### config.mk
export PLATFORM = sky130hd
export DESIGN_NAME = mem_arbiter
export DESIGN_NICKNAME = d
export VERILOG_FILES = /design/src/rtl/mem_arbiter.sv
export SDC_FILE = /design/constraint.sdc
export NUM_CORES = 1
export LEC_CHECK = 0
export CAP_MARGIN = 20
export CORE_MARGIN = 2
export CORE_UTILIZATION = 38
export CTS_CLUSTER_SIZE = 40
export DETAILED_ROUTE_END_ITERATION = 8
export PLACE_DENSITY = 0.86
export SLEW_MARGIN = 20
export SYNTH_ARGS = -nofsm -noshare
export SYNTH_HDL_FRONTEND = slang
export SYNTH_SLANG_ARGS = --single-unit
export TNS_END_PERCENT = 10
### constraint.sdc
create_clock -name CLOCK -period 1.4 [get_ports CLOCK]
set_input_delay 0.28 -clock CLOCK [delete_from_list [all_inputs] [get_ports CLOCK]]
set_output_delay 0.28 -clock CLOCK [all_outputs]
set_load 0.01 [all_outputs]
### src/rtl/mem_arbiter.sv
// Two-port round-robin arbiter in front of a single-port memory.
// Port 0 is the CPU load/store path; port 1 is the UART/debug loader.
// Each grant produces one mem_en strobe, waits MEM_LAT cycles for read
// data, then returns a one-cycle acknowledge to the winning port.
module mem_arbiter #(
  parameter int ADDR_W  = 8,
  parameter int DATA_W  = 8,
  parameter int MEM_LAT = 1   // 1..4
) (
  input  logic              CLOCK,
  input  logic              RESET,
  input  logic              req0,
  input  logic              we0,
  input  logic [ADDR_W-1:0] addr0,
  input  logic [DATA_W-1:0] wdata0,
  output logic              ack0,
  output logic [DATA_W-1:0] rdata0,
  input  logic              req1,
  input  logic              we1,
  input  logic [ADDR_W-1:0] addr1,
  input  logic [DATA_W-1:0] wdata1,
  output logic              ack1,
  output logic [DATA_W-1:0] rdata1,
  output logic              mem_en,
  output logic              mem_we,
  output logic [ADDR_W-1:0] mem_addr,
  output logic [DATA_W-1:0] mem_wdata,
  input  logic [DATA_W-1:0] mem_rdata,
  output logic              busy
);

  localparam int CNT_W = $clog2(MEM_LAT + 1);

  typedef enum logic [1:0] {
    IDLE  = 2'd0,
    ISSUE = 2'd1,
    WAIT  = 2'd2,
    ACK   = 2'd3
  } state_t;

  state_t           state;
  state_t           state_nxt;
  logic             winner;     // port that owns the current transaction
  logic             last;       // most recently granted port
  logic [CNT_W-1:0] cnt;        // remaining memory latency cycles
  logic             grant;
  logic             grant_id;
  logic             data_valid; // mem_rdata is valid at this clock edge

  assign data_valid = (state == WAIT) && (cnt == CNT_W'(1));

  // State register.
  always_ff @(posedge CLOCK or negedge RESET) begin
    if (!RESET) begin
      state <= IDLE;
    end else begin
      // NOTE: sequential state uses non-blocking assignment so every flop
      // samples pre-edge values regardless of statement order.
      state <= state_nxt;
    end
  end

  // Arbitration and next-state decode; requests only count while IDLE.
  always_comb begin
    // NOTE: every signal gets a default first so no path can infer a latch.
    state_nxt = state;
    grant     = 1'b0;
    grant_id  = 1'b0;
    case (state)
      IDLE: begin
        if (req0 && req1) begin
          grant    = 1'b1;
          grant_id = ~last;
        end else if (req0 || req1) begin
          grant    = 1'b1;
          grant_id = req1;
        end
        if (grant) state_nxt = ISSUE;
      end
      ISSUE:   state_nxt = WAIT;
      WAIT:    if (data_valid) state_nxt = ACK;
      ACK:     state_nxt = IDLE;
      default: state_nxt = IDLE;
    endcase
  end

  // Registered outputs, grant capture, latency counter and read capture.
  always_ff @(posedge CLOCK or negedge RESET) begin
    if (!RESET) begin
      // NOTE: only control and output flops are reset here; there is no
      // storage array, so the async reset costs nothing on a wide memory.
      winner    <= 1'b0;
      last      <= 1'b1;
      cnt       <= '0;
      mem_en    <= 1'b0;
      mem_we    <= 1'b0;
      mem_addr  <= '0;
      mem_wdata <= '0;
      ack0      <= 1'b0;
      ack1      <= 1'b0;
      rdata0    <= '0;
      rdata1    <= '0;
      busy      <= 1'b0;
    end else begin
      mem_en <= (state_nxt == ISSUE);
      busy   <= (state_nxt != IDLE);
      ack0   <= (state_nxt == ACK) && !winner;
      ack1   <= (state_nxt == ACK) &&  winner;

      // Address/data/we hold between transactions; only a grant changes them.
      if (grant) begin
        winner    <= grant_id;
        last      <= grant_id;
        mem_we    <= grant_id ? we1    : we0;
        mem_addr  <= grant_id ? addr1  : addr0;
        mem_wdata <= grant_id ? wdata1 : wdata0;
      end

      if (state == ISSUE) begin
        cnt <= CNT_W'(MEM_LAT);
      end else if (state == WAIT && cnt != '0) begin
        cnt <= cnt - CNT_W'(1);
      end

      // Writes share the read timing but never disturb the held read data.
      if (data_valid && !mem_we) begin
        if (winner) rdata1 <= mem_rdata;
        else        rdata0 <= mem_rdata;
      end
    end
  end

endmodule
==> results by group, run 1 <==
Cells and area
  – Diodes inserted: 0
  – P&R area growth vs syn: 65.7%
  – # nets final: slightly above 300
  – Commonest non-fill, non-tap cell in the layout: clkdlybuf4s50_1
  – Most frequent cells in the layout: clkdlybuf4s50_1, dfrtp_1, dlygate4sd2_1
  – Final Util: 0.659
  – Share of cells above drive strength 1: 0.246

Logic synthesis
  – Post-synth top area cell: dfrtp_1
  – EDFF count, synth: 0
  – Mapped Area: roughly 1900 um^2
  – Mapped Avg Cell Area: 11.7 um^2
  – Seq cells post-synth: 42
  – Top cell type's share of synthesized area: 0.539
  – Synth area leaders: dfrtp_1, mux2_4, a31oi_1
  – Post-synth top flop: dfrtp_1
  – Ys Warns: 0
  – Yosys cell types: 27
  – Synth Net Count: 211
  – Async SR Flop Fraction: 1.00
  – Post-Synthesis Cells: 162
  – Sequential-to-total area share from yosys stat: 0.553

GRT
  – Largest net degree at the start of global routing: 34
  – Global-route wire length before repair: slightly above 7000 um
  – Vias in the first global route: 1598
  – Initial antenna violation count: 0
  – Grt ovf: 0
  – Total Routing Usage GR: 0.168

Timing
  – Worst Setup Slack, final: -0.174 ns
  – RSZ-0062 raised after global routing: true
  – Rel. slew slack: 0.714
  – Final hold violations: 0
  – Clock Skew: 0.00617 ns
  – Final Cycle Share: 1.12
  – Achievable Freq: 635 MHz
  – Crit path time final: roughly 1.6 ns
  – Max Slew Vio Count: 0
  – Sum Neg Setup Slack: -4.38 ns
  – Worst-margin pin slew: 0.429 ns
  – Final setup viols: 34

Setup path
  – Worst setup SP type: flop
  – Nature of the critical path endpoint: flop
  – Required @ worst endpoint: about 1.6 ns
  – Arr. time, crit path: ~1.8 ns
  – Worst reg2reg setup slack: -0.17 ns
  – RR Endpoint: rdata1[5]$_DFFE_PN0P_
  – Worst reg2reg startpoint: state[0]$_DFF_PN0_
  – Worst-path maximum fanout: 8
  – Crit Path Class: flop to flop
  – Reg2Reg Depth: 5

Outcome
  – Failing checks: negative setup slack
  – Status: complete, but fails checks

Clocking
  – Total CTS buffers: 5
  – Clk root buf: clkbuf_8
  – Clock transition at path regs: 0.08 ns
  – H-tree depth: 2
  – Clock Path Buffers: 2
  – Worst-skew pair later-pin latency: 0.29 ns
  – Num Clock Sinks: 42
  – CTS tree: yes

Floorplan
  – Core Region: 4790 um^2
  – I/O pin count: 83
  – Std cell rows: 25
  – Initial Utilization: 0.398
  – Die Ht: 74.8 um
  – Total die area: around 5600 um^2
  – Die width: 74.8 um

Route
  – Vias: between 1500 and 2000
  – Drt via density: 4.91
  – Final ANT Viol Nets: 0
  – Pre-antenna DRT Iters: 4
  – WL final: 4740 um
  – Drc violations: 0
  – Drt initial violations: 44
  – DR WL/cell: 14.5 um

Placed design
  – Routability cong.: 0.714
  – Port bufs: 82
  – Hpwl dp: approximately 3200 um
  – Setup WS pre-CTS: -0.369 ns

Power
  – Pwr/cell area: between 2000 and 2500 nW/um^2
  – Peak VDD IR: 0.868 mV
  – Leak: 0.00140 uW

Run
  – Maximum capacitance violations: 0

Min path
  – Worst hold path class: input port to async pin
## registers in the layout (all words and copies together), names as in the netlist
signal and count:
mem_wdata 8, rdata0 8, mem_en 1, mem_addr 8
rdata1 8, ack0 1, cnt 1, winner 1
busy 1, state 2, mem_we 1, last 1
ack1 1
## per-layer routing
layer  vias up  track usage  part of all wire  routed length, um
li1        775            -                 -                  -
met1       762        0.198              0.41               1960
met2        63        0.300              0.51               2420
met3         5       0.0455             0.068                322
met4         0       0.0476            0.0093                 44
met5         -            0                 0                  0
## worst max path at each step
| stage | from | end | slack [ns] |
|---|---|---|---|
| after floorplan | state[0]$_DFF_PN0_ | rdata1[0]$_DFFE_PN0P_ | -0.17 |
| after global placement | req1 | mem_wdata[1]$_DFFE_PN0P_ | -0.32 |
| after detailed placement | req1 | mem_wdata[5]$_DFFE_PN0P_ | -0.37 |
| after CTS | state[0]$_DFF_PN0_ | rdata1[2]$_DFFE_PN0P_ | -0.22 |
| after global routing | state[0]$_DFF_PN0_ | rdata0[1]$_DFFE_PN0P_ | -0.21 |
| final | state[0]$_DFF_PN0_ | rdata1[5]$_DFFE_PN0P_ | -0.17 |
## timing repair
item | CTS | global route
pin swaps | 6 | 16
setup buffers | 1 | 2
hold buffers | 1 | 0
gates cloned | 0 | 3
endpoints found under the hold margin | 15 | 0
endpoints found under the setup margin | 73 | 38
resized for setup | 45 | 27
## power by group
| group | internal, uW | switching (uW) |
|---|---|---|
| clock | 525 | 414 |
| sequential | 1820 | 311 |
| combinational | 1830 | 1450 |
## stage by stage
stage / area (um^2) / power (uW) / hold slack, ns / instances
after floorplan: 1900 / 3630 / -0.0156 / 162
after global placement: 2870 / 5160 / 0.233 / 313
after detailed placement: 2870 / 5270 / 0.246 / 313
after CTS: 2970 / 5920 / 0.471 / 323
after global routing: 3150 / 6810 / 0.491 / 327
final: 3150 / 6350 / 0.462 / 327
## worst max-delay path, stage by stage (launching register included)
cell	delay, ns
dfrtp_1	0.41
inv_2	0.10
ha_4	0.14
nand2_2	0.06
or3_4	0.43
mux2_4	0.33
## cell families after synthesis
kind of cell / share of synthesized area
compound gates: 0.124
fa+ha+maj: 0.0197
buf+inv: 0.0506
flops: 0.553
mux: 0.110
simple gates: 0.142
## synth_stat cells, types with 2 or more instances
cell and n:
mux2_4 8, o22ai_1 2, o21ai_0 19, dfrtp_1 41, and3_1 2, a31oi_1 17
mux2_2 8, ha_1 3, buf_6 4, nand2_1 2, buf_2 2, or3b_1 11
nor2_1 17, or3b_2 6, inv_1 4, clkbuf_1 5
## area by class of cell
type	instances	area (um^2)
tap	67	83.8
inverter	5	18.8
fill	399	1630
clock buffer	5	68.8
multi-input combinational	103	873
sequential	42	1050
timing repair buffer	102	1020
clock inverter	3	40.0
No activity file was read; power rests on OpenSTA's default activity.
==> inputs of run 2 (changes only) <==
--- a/config.mk
+++ b/config.mk
@@ -7,10 +7,11 @@
 export LEC_CHECK = 0
 export CAP_MARGIN = 20
 export CORE_MARGIN = 2
-export CORE_UTILIZATION = 38
+export CORE_UTILIZATION = 45
 export CTS_CLUSTER_SIZE = 40
 export DETAILED_ROUTE_END_ITERATION = 8
-export PLACE_DENSITY = 0.86
+export PLACE_DENSITY = 0.95
+export REMOVE_ABC_BUFFERS = 1
 export SLEW_MARGIN = 20
 export SYNTH_ARGS = -nofsm -noshare
 export SYNTH_HDL_FRONTEND = slang
==> constraint.sdc (replaced) <==
create_clock -name CLOCK -period 1.87 [get_ports CLOCK]
set_input_delay 0.374 -clock CLOCK [delete_from_list [all_inputs] [get_ports CLOCK]]
set_output_delay 0.374 -clock CLOCK [all_outputs]
set_load 0.01 [all_outputs]
==> results by group, run 2 (synthesis gave the netlist of run 1 again) <==
Outcome
  – Status: finished, final reports clean

Cells and area
  – Sequential Area: 1050 um^2
  – Area of the multi-input gates: approximately 760 um^2
  – # fillers: 312
  – Most frequent cells in the layout: clkdlybuf4s50_1, dfrtp_1, o21ai_0
  – P&R area growth vs syn: 50.9%
  – Commonest non-fill, non-tap cell in the layout: clkdlybuf4s50_1
  – Diodes inserted: 0
  – Share of cells above drive strength 1: 0.168
  – # nets final: around 290

Timing
  – Rel. slew slack: 0.742
  – Sum Neg Setup Slack: 0 ns
  – Crit path time final: approximately 1.7 ns
  – Final Cycle Share: 0.909
  – RSZ-0062 raised after global routing: false
  – Clock Skew: 0.00117 ns
  – Worst Setup Slack, final: 0.169 ns
  – Max Slew Vio Count: 0
  – Worst-margin pin slew: 0.383 ns
  – Achievable Freq: 588 MHz
  – Final hold violations: 0
  – Final setup viols: 0

Floorplan
  – Initial Utilization: 0.472
  – Std cell rows: 23
  – Die Ht: 69.0 um
  – Die width: 69.0 um
  – I/O pin count: 83
  – Core Region: between 4000 and 5000 um^2
  – Total die area: 4770 um^2

Placed design
  – Routability cong.: ~0.74
  – Setup WS pre-CTS: 0.0179 ns
  – Port bufs: about 80
  – Hpwl dp: 3040 um

Min path
  – Worst hold path class: input port to async pin

Clocking
  – H-tree depth: 2
  – Setup Fix Bufs, Post-CTS: 0
  – Clk root buf: clkbuf_8
  – Total CTS buffers: 5
  – Worst-skew pair later-pin latency: 0.29 ns
  – CTS tree: yes
  – Clock transition at path regs: 0.08 ns
  – Num Clock Sinks: 42
  – Clock Path Buffers: 2

GRT
  – Global-route wire length before repair: 7190 um
  – Total Routing Usage GR: 0.186
  – Initial antenna violation count: 0
  – Largest net degree at the start of global routing: 43
  – Vias in the first global route: 1496
  – Grt ovf: 0

Run
  – Maximum capacitance violations: 0

Setup path
  – Arr. time, crit path: 1.92 ns
  – Crit Path Class: flop to flop
  – Required @ worst endpoint: 2.09 ns
  – Worst setup SP type: flop
  – Worst-path maximum fanout: 36
  – Nature of the critical path endpoint: flop

Power
  – Peak VDD IR: 0.617 mV
  – Pwr/cell area: ~1500 nW/um^2
  – Leak: ~0.0012 uW

Route
  – Vias: 1517
  – Final ANT Viol Nets: 0
  – DR WL/cell: between 10 and 15 um
  – Pre-antenna DRT Iters: 4
  – Drt via density: 5.16
  – Drt initial violations: 83
  – WL final: around 4200 um
  – Drc violations: 0
## run 2: timing repair
action	CTS	global route
setup endpoints to repair	0	8
gates resized for setup	0	1
hold buffers	0	0
## run 2: worst max-delay path, cell delays in order (launching register included)
cell and delay, ns:
dfrtp_1 0.42, inv_1 0.09, ha_1 0.21, nand2_1 0.11
buf_12 0.17, or3b_2 0.44, a31oi_1 0.17
## run 2: power breakdown
group          switching [uW]  internal [uW]  leakage (uW)
Sequential                256           1370      0.000489
Clock                     310            297     0.0000472
Combinational             899           1280      0.000662
Total                    1470           2940       0.00120
## run 2: worst paths after layout
path	startpoint	end	slack (ns)	depth (start not counted)
min in group CLOCK	last$_DFFE_PN1P_	last$_DFFE_PN1P_	0.49	2
max in group asynchronous	RESET	last$_DFFE_PN1P_	1.57	2
min reg2reg	last$_DFFE_PN1P_	last$_DFFE_PN1P_	0.49	2
max reg2reg	state[0]$_DFF_PN0_	mem_wdata[0]$_DFFE_PN0P_	0.17	6
min	RESET	mem_wdata[6]$_DFFE_PN0P_	0.04	2
max	state[0]$_DFF_PN0_	mem_wdata[0]$_DFFE_PN0P_	0.17	6
## run 2: through the flow
| step | hold slack, ns | power (uW) | std cells | instance area (um^2) | utilization |
|---|---|---|---|---|---|
| global route | 0.0520 | 4700 | 294 | 2870 | 0.713 |
| floorplan | 0.0784 | 2640 | 150 | 1830 | - |
| finish | 0.0399 | 4400 | 294 | 2870 | 0.713 |
| global placement | 0.362 | 3740 | 286 | 2770 | 0.688 |
| detailed placement | 0.363 | 3830 | 286 | 2770 | 0.688 |
| CTS | 0.0437 | 4450 | 294 | 2870 | 0.711 |
## run 2: metal layers
layer / track usage / wire (um)
met1: 0.223 / 1760
met2: 0.325 / 2140
met3: 0.0599 / 277
met4: 0.0458 / 50
met5: 0 / 0
## run 2: final cells by class
class | instances | area share
tap | 50 | 0.0218
clock inverter | 2 | 0.00436
timing repair buffer | 86 | 0.308
clock buffer | 6 | 0.0288
sequential | 42 | 0.366
multi-input combinational | 103 | 0.264
inverter | 5 | 0.00654
